File: src/rtl/rgb_binarize_pipe.sv
// Streaming RGB -> gray -> 1-bit binarizer, 3-stage pipeline with a frame-synchronous threshold.
// Optional feature: define BIN_AUTO_THR_EN to derive the next frame's threshold from the frame mean.
module rgb_binarize_pipe #(
  parameter int unsigned CH_W      = 8,
  parameter int unsigned KR        = 77,
  parameter int unsigned KG        = 150,
  parameter int unsigned KB        = 29,
  parameter int unsigned SHIFT     = 8,
  parameter int unsigned THR_RST   = 50,
  parameter int unsigned INVERT    = 0,
  parameter int unsigned LOG2_NPIX = 17
) (
  input  logic                clk,
  input  logic                rst,
  input  logic                in_valid,
  output logic                in_ready,
  input  logic [3*CH_W-1:0]   in_rgb,
  input  logic                in_sof,
  input  logic                in_eof,
  input  logic [CH_W-1:0]     thr_in,
  input  logic                thr_we,
  output logic                out_valid,
  input  logic                out_ready,
  output logic                out_bin,
  output logic [CH_W-1:0]     out_gray,
  output logic                out_sof,
  output logic                out_eof,
  output logic [CH_W-1:0]     thr_active
);

  localparam int unsigned KMAX = (KR > KG) ? ((KR > KB) ? KR : KB) : ((KG > KB) ? KG : KB);
  localparam int unsigned PW   = CH_W + $clog2(KMAX);
  localparam int unsigned SW   = PW + 2;
  // One extra bit so adding the rounding constant cannot wrap.
  localparam int unsigned RW   = SW + 1;

  localparam logic [PW-1:0]   KrW     = PW'(KR);
  localparam logic [PW-1:0]   KgW     = PW'(KG);
  localparam logic [PW-1:0]   KbW     = PW'(KB);
  localparam logic [RW-1:0]   Rnd     = RW'(1) << (SHIFT - 1);
  localparam logic [RW-1:0]   GrayMax = {{(RW-CH_W){1'b0}}, {CH_W{1'b1}}};
  localparam logic [CH_W-1:0] ThrRst  = CH_W'(THR_RST);

  logic                v1_q, v2_q, v3_q;
  logic [PW-1:0]       pr_q, pg_q, pb_q;
  logic                sof1_q, eof1_q, sof2_q, eof2_q, sof3_q, eof3_q;
  logic [CH_W-1:0]     thr1_q, thr2_q;
  logic [CH_W-1:0]     gray2_q, gray3_q;
  logic                bin3_q;
  logic [CH_W-1:0]     thr_active_q, thr_shadow_q;

  logic                adv, accept;
  logic [CH_W-1:0]     thr_sel, thr_active_d, thr_shadow_d, gray_d;
  logic [PW-1:0]       pr_d, pg_d, pb_d;
  logic [SW-1:0]       sum;
  logic [RW-1:0]       rounded, shifted;
  logic                bin_d;

  // Global stall: every stage advances together or holds together.
  assign adv    = ~v3_q | out_ready;
  assign accept = in_valid & adv;

  always_comb begin
    pr_d = PW'(in_rgb[3*CH_W-1 -: CH_W]) * KrW;
    pg_d = PW'(in_rgb[2*CH_W-1 -: CH_W]) * KgW;
    pb_d = PW'(in_rgb[CH_W-1 -: CH_W]) * KbW;
  end

  always_comb begin
    sum     = {2'b00, pr_q} + {2'b00, pg_q} + {2'b00, pb_q};
    rounded = {1'b0, sum} + Rnd;
    shifted = rounded >> SHIFT;
    gray_d  = (shifted > GrayMax) ? {CH_W{1'b1}} : shifted[CH_W-1:0];
  end

  always_comb begin
    if (INVERT != 0) begin
      bin_d = (gray2_q < thr2_q);
    end else begin
      bin_d = (gray2_q >= thr2_q);
    end
  end

  // SOF pixel picks up the pending threshold, bypassing a same-cycle write.
  always_comb begin
    thr_sel      = thr_active_q;
    thr_active_d = thr_active_q;
    if (in_sof) begin
      thr_sel = thr_we ? thr_in : thr_shadow_q;
    end
    if (accept && in_sof) begin
      thr_active_d = thr_sel;
    end
  end

`ifdef BIN_AUTO_THR_EN
  localparam int unsigned AW = CH_W + LOG2_NPIX;

  logic [AW-1:0] acc_q, acc_sum;
  logic          out_fire;

  assign out_fire = v3_q & out_ready;

  // A transferred SOF restarts the sum with its own value.
  always_comb begin
    acc_sum = (sof3_q ? {AW{1'b0}} : acc_q) + AW'(gray3_q);
  end

  always_ff @(posedge clk or posedge rst) begin
    if (rst) begin
      acc_q <= '0;
    end else if (out_fire) begin
      acc_q <= acc_sum;
    end
  end

  always_comb begin
    thr_shadow_d = thr_shadow_q;
    if (thr_we) begin
      thr_shadow_d = thr_in;
    end else if (out_fire && eof3_q) begin
      thr_shadow_d = acc_sum[AW-1 -: CH_W];
    end
  end
`else
  always_comb begin
    thr_shadow_d = thr_we ? thr_in : thr_shadow_q;
  end
`endif

  always_ff @(posedge clk or posedge rst) begin
    if (rst) begin
      thr_active_q <= ThrRst;
      thr_shadow_q <= ThrRst;
    end else begin
      thr_active_q <= thr_active_d;
      thr_shadow_q <= thr_shadow_d;
    end
  end

  always_ff @(posedge clk or posedge rst) begin
    if (rst) begin
      v1_q    <= 1'b0;
      v2_q    <= 1'b0;
      v3_q    <= 1'b0;
      pr_q    <= '0;
      pg_q    <= '0;
      pb_q    <= '0;
      sof1_q  <= 1'b0;
      eof1_q  <= 1'b0;
      sof2_q  <= 1'b0;
      eof2_q  <= 1'b0;
      sof3_q  <= 1'b0;
      eof3_q  <= 1'b0;
      thr1_q  <= ThrRst;
      thr2_q  <= ThrRst;
      gray2_q <= '0;
      gray3_q <= '0;
      bin3_q  <= 1'b0;
    end else if (adv) begin
      v1_q    <= in_valid;
      pr_q    <= pr_d;
      pg_q    <= pg_d;
      pb_q    <= pb_d;
      sof1_q  <= in_valid & in_sof;
      eof1_q  <= in_valid & in_eof;
      thr1_q  <= thr_sel;
      v2_q    <= v1_q;
      sof2_q  <= sof1_q;
      eof2_q  <= eof1_q;
      thr2_q  <= thr1_q;
      gray2_q <= gray_d;
      v3_q    <= v2_q;
      sof3_q  <= sof2_q;
      eof3_q  <= eof2_q;
      gray3_q <= gray2_q;
      bin3_q  <= bin_d;
    end
  end

  assign in_ready   = adv;
  assign out_valid  = v3_q;
  assign out_bin    = bin3_q;
  assign out_gray   = gray3_q;
  assign out_sof    = sof3_q;
  assign out_eof    = eof3_q;
  assign thr_active = thr_active_q;

endmodule
File: config.mk
export PLATFORM = sky130hd
export DESIGN_NAME = rgb_binarize_pipe
export DESIGN_NICKNAME = d
export VERILOG_FILES = /design/src/rtl/rgb_binarize_pipe.sv
export SDC_FILE = /design/constraint.sdc
export NUM_CORES = 1
export LEC_CHECK = 0
export ABC_AREA = 1
export CORE_MARGIN = 3
export CORE_UTILIZATION = 60
export CTS_CLUSTER_SIZE = 20
export DETAILED_ROUTE_END_ITERATION = 7
export PLACE_DENSITY = 0.85
export SLEW_MARGIN = 10
export SYNTH_ARGS = -nofsm -noshare
export SYNTH_HDL_FRONTEND = slang
export SYNTH_SLANG_ARGS = --single-unit
File: constraint.sdc
create_clock -name clk -period 6.78 [get_ports clk]
set_clock_uncertainty 0.05 [all_clocks]
set_input_delay 0.678 -clock clk [delete_from_list [all_inputs] [get_ports clk]]
set_output_delay 0.678 -clock clk [all_outputs]
set_load 0.01 [all_outputs]
* Word level (Yosys, flattened, before mapping)
Cells that the tools add are included.
** Word-level totals
- Input bits :: 39
- Register bits :: 101
- Logic and storage cells :: 36
- Output and inout bits :: 21
** Operators by class
- Order comparisons :: 2
- Bitwise logic cells :: 5
- Mux-type cells :: 3
- Add/subtract/negate cells :: 3
- Multiply operators :: 3
- Reduce and logical (&&, ||, !) cells :: 1
** Operator list (count)
- $mul A8 B7 Y15 const B :: 2
- $mux W8 :: 3
- $add A18 B8 Y19 const B :: 1
- $add A17 B13 Y18 :: 1
- $add A15 B16 Y17 :: 1
- $mul A8 B5 Y13 const B :: 1
- $gt A11 B8 Y1 const B :: 1
- $ge A8 B8 Y1 :: 1
- $and A1 B1 Y1 :: 3
- $logic_and A1 B1 Y1 :: 1
- $not A1 Y1 :: 1
- $or A1 B1 Y1 :: 1

* Longest topological paths before layout
Gate-level depths: netlist of the first run.
- Depth in word-level cells :: 5
- Depth in mapped cells :: 18
- Depth with buffers taken out :: 18

* Worst setup path after synthesis of the first run
OpenSTA, ideal clock, no wires.
- Path kind :: input to register
- Start :: in in_rgb[12]
- End :: reg pg_q[11]
- Data required time :: 6.613 ns
- Library setup time :: 0.117 ns
- Data arrival time :: 3.377 ns
- Path slack :: 3.236 ns
- Cell stages on the path :: 13
- Buffers on the path :: 0
- Cell sequence :: ha_1 > ha_1 > inv_1 > fa_1 > fa_1 > inv_1 > ha_1 > a21oi_1 > a21boi_2 > o21ai_2 > or2_1 > nand3_1 > nand2_1
** Between the ends
- Word-level cells in the longest chain between the ends :: 1
** Ends and longest elaborated chain
- start: declaration :: line 17 : input logic [3*CH_W-1:0] in_rgb,
- $mul A8 B7 Y15 :: line 65 : pg_d = PW'(in_rgb[2*CH_W-1 -: CH_W]) * KgW;
- end signal: assignment :: line 163 : pg_q <= pg_d;
- end: declaration :: line 45 : logic [PW-1:0] pr_q, pg_q, pb_q;
Every way passes these cells.
A chain may end at the register's enable or synchronous reset.

* Worst setup path in the final report of the first run
Same ends and word-level chain as after synthesis.

==> results of run 1 <==
-- cell usage in the layout (no fill, tap or decap), types with 7 or more instances in the layout --
cell type and count:
nand2_1 287, inv_1 203, ha_1 135, dfrtp_1 89, o21ai_0 69, clkdlybuf4s50_1 59
nor2_1 54, nand3_1 53, fa_1 38, a21oi_1 34, dfstp_2 12, nand4_1 10
clkbuf_16 9, a31oi_1 8, o21bai_1 7
-- layout make-up --
cell class | instances | area [sq um]
sequential | 101 | 2540
clock inverter | 7 | 93.8
inverter | 207 | 779
multi-input combinational | 742 | 5010
timing repair buffer | 63 | 621
clock buffer | 9 | 225
tap | 176 | 220
fill | 1023 | 4010
-- flip-flops by register name, summed over array words and instances (netlist names), 8 cells and up --
signal / flops
gray2_q: 8
thr1_q: 8
thr_shadow_q: 8
pg_q: 15
pb_q: 13
thr2_q: 8
out_gray: 8
pr_q: 15
thr_active: 8
-- metal layers --
metal  global-route usage [%]  part of all wire, %
met1                     32.6                   45
met2                     41.0                   49
met5                        0                    0
met4                     5.03                  1.4
met3                     4.33                  4.8
-- power groups by stage --
stage,Clock [mW],Sequential [mW],Combinational [mW]
2_1_floorplan,0,0.971,2.23
3_3_place_gp,0,0.975,2.88
3_5_place_dp,0,0.982,2.96
4_1_cts,0.547,0.976,3.01
5_1_grt,0.572,1.00,3.51
6_report,0.544,0.977,3.02
-- how the worst max path moves through the flow --
stage / depth (start not counted) / end
finish: 14 / pg_q[11]
global route: 15 / pr_q[12]
CTS: 16 / pr_q[12]
detailed placement: 16 / pr_q[12]
global placement: 14 / pg_q[11]
floorplan: 13 / pg_q[11]
-- worst max-delay path, stage by stage --
cell and delay, ns:
clkdlybuf4s50_1 0.49, ha_1 0.33, ha_1 0.27, inv_1 0.05, fa_1 0.50, fa_1 0.51
inv_1 0.04, ha_1 0.34, a21oi_1 0.26, a21boi_2 0.26, o21ai_2 0.08, or2_1 0.21
nand3_1 0.07, nand2_1 0.05
-- Yosys cell counts (all sizes together) (6+ instances only) --
library cell,count
a21oi,35
dfrtp,89
buf,13
o22ai,6
or2,7
nand4,10
o21bai,7
fa,38
clkbuf,7
a31oi,8
inv,207
nand3,54
o21ai,74
xor2,6
nor2,57
nor3,6
nand2,289
ha,135
dfstp,12
-- cells by family (layout without fill, tap and decap cells) --
family | after synthesis | after routing | synth area share (%)
buffers and inverters | 227 | 286 | 10.4
AND/OR/NAND/NOR | 424 | 424 | 20.5
flip-flops | 101 | 101 | 30.2
AO/OA/AOI/OAI | 137 | 137 | 8.99
XOR/XNOR | 8 | 8 | 0.832
adder cells (fa/ha/maj) | 173 | 173 | 29.1
-- stage by stage --
stage                     cell area (sq um)  hold slack [ns]
final                                  9490            0.431
after global routing                   9490            0.453
after CTS                              9490            0.436
after detailed placement               9170            0.407
after global placement                 9170            0.401
after floorplan                        8420            0.390
==> reports/results.ini, run 1 <==
[grt]
track_usage_pct = 24.1
grt_pass1_vias = 6919
grt_overflow_total = 0
antenna_found_initial = 0
grt_pass1_wl_mm = 31.5
grt_max_degree = 66

[worst_hold_path]
min_path_type = register to register
hold_depth = 2
min_to = out_gray[7]
min_from = out_gray[7]

[logic_synthesis]
synth_top_area_share_pct = 26.4
ys_seq_area_share_pct = 30.2
synth_seq_cells = 101
async_flop_share_pct = 100
yosysUniqueCellTypes = 35
yosysWarningCount = 0
synth.avg_cell_area_sq_um = 7.87
synth_top_area_cell = dfrtp_1
synth_edf_count = 0
synthesis.nets = 1282
synth_area_leaders = dfrtp_1 26%, ha_1 20%, nand2_1 13%
syn_area_sq_mm = 0.00842
synth_flop_cell = dfrtp_1
synthCells = 1070

[worst_setup_path]
critPathRequiredTime_ns = 6.98
critPathLaunch = in_rgb[12]
crit_fanout = 4
r2r_end = gray2_q[1]
crit_type = input port to register
rrSetupSlack_ns = 3.95
reg2reg_depth = 13
endpoint_kind = register
reg2reg_from = pg_q[6]
crit_arrival_ns = 4.13
cp-start-kind = input port

[floorplanning]
std_cell_rows = 42
die_y_um = 124
die-area_sq_mm = 0.0155
die_w_um = 124
io_pins = 60
coreArea_sq_mm = 0.0135
start_util_pct = 62.3

[power_and_ir_drop]
power_density_mw_per_mm2 = 478
p_switching_mw = 2.27
seqPwrFrac_pct = 21.5
switching_share_pct = 50.0
combPwrFrac_pct = 66.5
total_power_mw = 4.54
power.internal_mw = 2.27
p_leak_nw = 5.25
max-vdd-ir-drop_uv = 380
pwr-share-clk_pct = 12.0

[clock_network]
cts_buffers = 9
clk_pin_slew_worst_paths_ns = 0.08
clock_path_buffers = 2
clk_latency_ns = 0.36
htreeDepth = 3
cts_tree = done
cts-hold-fix-buffers = 0
postCtsResizedCells = 0
cts_setup_buffers = 0
clockRootBuffer = clkbuf_16
clock-sinks = 101

[placed_design]
gp_congestion = 0.919
hpwl_mm = 13.9
io_buffers = 59
dp_slack_ns = 2.51
dp_cells = 1289

[detailed_routing]
drc = 0
first_pass_iters = 4
num_vias = 6985
initialDrtViolationCount = 463
routed_wl_mm = 17.9
wl_per_cell_um = 13.7
vias_per_cell = 5.35
antenna_left = 0

[layout]
nNetsFinal = 1336
final_cells = 1305
n_antenna_cell = 0
final_layout_size_suffix_gt1_share_pct = 4.34
fin_util_pct = 70.3
area_delta_synth_final_pct = 12.7

[timing]
slew_headroom_pct = 54.1
fin_crit_ns = 3.94
fin_setup_tns_ns = 0
slew_viol_final = 0
fmax_mhz = 254
final.period_utilization_pct = 58.0
setup_viol = 0
rsz0062_at_grt = false
final_hold_viol_count = 0
worst_slew_pin_slew_ns = 0.689
setup_ws_ns = 2.84

[run_status]
status = finished, final reports clean

[flow_run]
cap_violations = 0

No activity file was read; power rests on OpenSTA's default activity.
==> run 2: changes to the inputs <==
==> constraint.sdc (replaced) <==
create_clock -name clk -period 3.8 [get_ports clk]
set_clock_uncertainty 0.05 [all_clocks]
set_input_delay 0.38 -clock clk [delete_from_list [all_inputs] [get_ports clk]]
set_output_delay 0.38 -clock clk [all_outputs]
set_load 0.01 [all_outputs]
==> run 2 against run 1 <==
Clock-buffer cell count grew 1. First-iteration DRC count shrank 9.5%. Cell count grew 1.6%. Flip-flop and latch count is the same. Setup slack lost 2.5 ns. Clock power grew 83%.
==> reports/results.ini, run 2 (same netlist as run 1, synthesis figures left out) <==
[clock_network]
clockRootBuffer = clkbuf_16
clock-sinks = 101
clk_latency_ns = 0.36
clk_pin_slew_worst_paths_ns = 0.07
clock_path_buffers = 2
cts_setup_buffers = 0
postCtsResizedCells = 0
htreeDepth = 3
cts-hold-fix-buffers = 0
cts_tree = done
cts_buffers = 9

[floorplanning]
io_pins = 60
die-area_sq_mm = 0.0155
die_w_um = 124
coreArea_sq_mm = 0.0135
start_util_pct = 62.3
std_cell_rows = 42
die_y_um = 124

[timing]
rsz0062_at_grt = false
setup_viol = 0
slew_viol_final = 0
fmax_mhz = 286
fin_setup_tns_ns = 0
final_hold_viol_count = 0
final.period_utilization_pct = 92.1
fin_crit_ns = 3.50
slew_headroom_pct = 47.1
worst_slew_pin_slew_ns = 0.794

[worst_hold_path]
min_path_type = register to register
hold_depth = 2

[detailed_routing]
initialDrtViolationCount = 419
wl_per_cell_um = 13.8
vias_per_cell = 5.33
antenna_left = 0
first_pass_iters = 5
num_vias = 7074
drc = 0
routed_wl_mm = 18.2

[layout]
fin_util_pct = 71.6
nNetsFinal = 1357
final_cells = 1326
n_antenna_cell = 0
area_delta_synth_final_pct = 14.8
layout_commonest_cell = nand2_1
reg_top3 = pg_q (15), pr_q (15), pb_q (13)
mostFrequentLayoutCells = 287 x nand2_1, 203 x inv_1, 135 x ha_1
final_layout_size_suffix_gt1_share_pct = 6.09
nFillCells = 1021

[worst_setup_path]
endpoint_kind = register
path_cells = clkdlybuf4s50_1 -> ha_1 -> ha_1 -> inv_1 -> fa_1 -> fa_1 -> inv_1 -> ha_1 -> inv_1 -> o21ai_0 -> a21oi_1 -> a21oi_1 -> nor2_1 -> nand2_1 -> nand3_1 -> nand2_1
cp-start-kind = input port
worst-path-stages = 16
crit_fanout = 4
crit_family = adder cells
critPathRequiredTime_ns = 4.00
reg2reg_depth = 11
crit_type = input port to register
slowest_stage = fa_1
worst-path-buf-inv = 4
slowest_delay_ns = 0.51
crit_arrival_ns = 3.70

[power_and_ir_drop]
power_density_mw_per_mm2 = 858
p_leak_nw = 5.37
max-vdd-ir-drop_uv = 652
total_power_mw = 8.30

[grt]
grt_pass1_wl_mm = 32.3
grt_overflow_total = 0
track_usage_pct = 24.9
grt_max_degree = 66
antenna_found_initial = 0
grt_pass1_vias = 7053

[run_status]
status = finished, final reports clean

[placed_design]
hpwl_mm = 14.6
io_buffers = 59
gp_congestion = 0.892
dp_cells = 1310

[flow_run]
cap_violations = 0

run 2: changes by cell type in the layout (fill, tap and decap cells not counted), sizes merged:
cell,change
bufinv,+1
clkinv,-2
buf,+21
clkbuf,+1
run 2: worst min-delay path, cell delays in order (launching register included):
cell and delay (ns):
dfstp_2 0.38, nand2_1 0.06, nand2_1 0.04
run 2: final timing paths:
check	from	to	slack, ns
max in group asynchronous	rst	thr2_q[5]	2.49
setup reg to reg	pb_q[11]	gray2_q[1]	0.93
hold / removal	thr_active[5]	thr_active[5]	0.43
setup / recovery	in_rgb[20]	pr_q[12]	0.30
min in group asynchronous	rst	thr1_q[6]	0.49
hold reg to reg	thr_active[5]	thr_active[5]	0.43
run 2: metrics by stage:
step	hold WS, ns	setup WS (ns)	area (sq um)
after detailed placement	0.414	-0.0460	9340
after floorplan	0.390	0.554	8420
after global routing	0.448	0.0446	9670
after global placement	0.399	0.0293	9340
final	0.433	0.301	9670
after CTS	0.429	0.336	9670
run 2: cell type report:
class	count	area (sq um)	share of cell area, %
sequential	101	2540	26.3
tap	176	220	2.28
clock buffer	10	239	2.47
multi-input combinational	742	5010	51.8
timing repair buffer	84	791	8.18
clock inverter	6	86.3	0.893
inverter	207	779	8.06
run 2: routing by layer:
| layer | up-vias | wire length (um) | track usage, % |
|---|---|---|---|
| met5 | - | 0 | 0 |
| met4 | 0 | 523 | 8.58 |
| met3 | 44 | 753 | 3.86 |
| met2 | 201 | 8620 | 40.8 |
| met1 | 3284 | 8350 | 33.9 |
| li1 | 3545 | - | - |
run 2: where the power goes:
group | switching (mW) | leakage, nW | total [mW] | internal, mW
registers | 0.229 | 1.20 | 1.75 | 1.52
logic | 3.44 | 4.00 | 5.55 | 2.11
clock network | 0.448 | 0.160 | 0.996 | 0.549
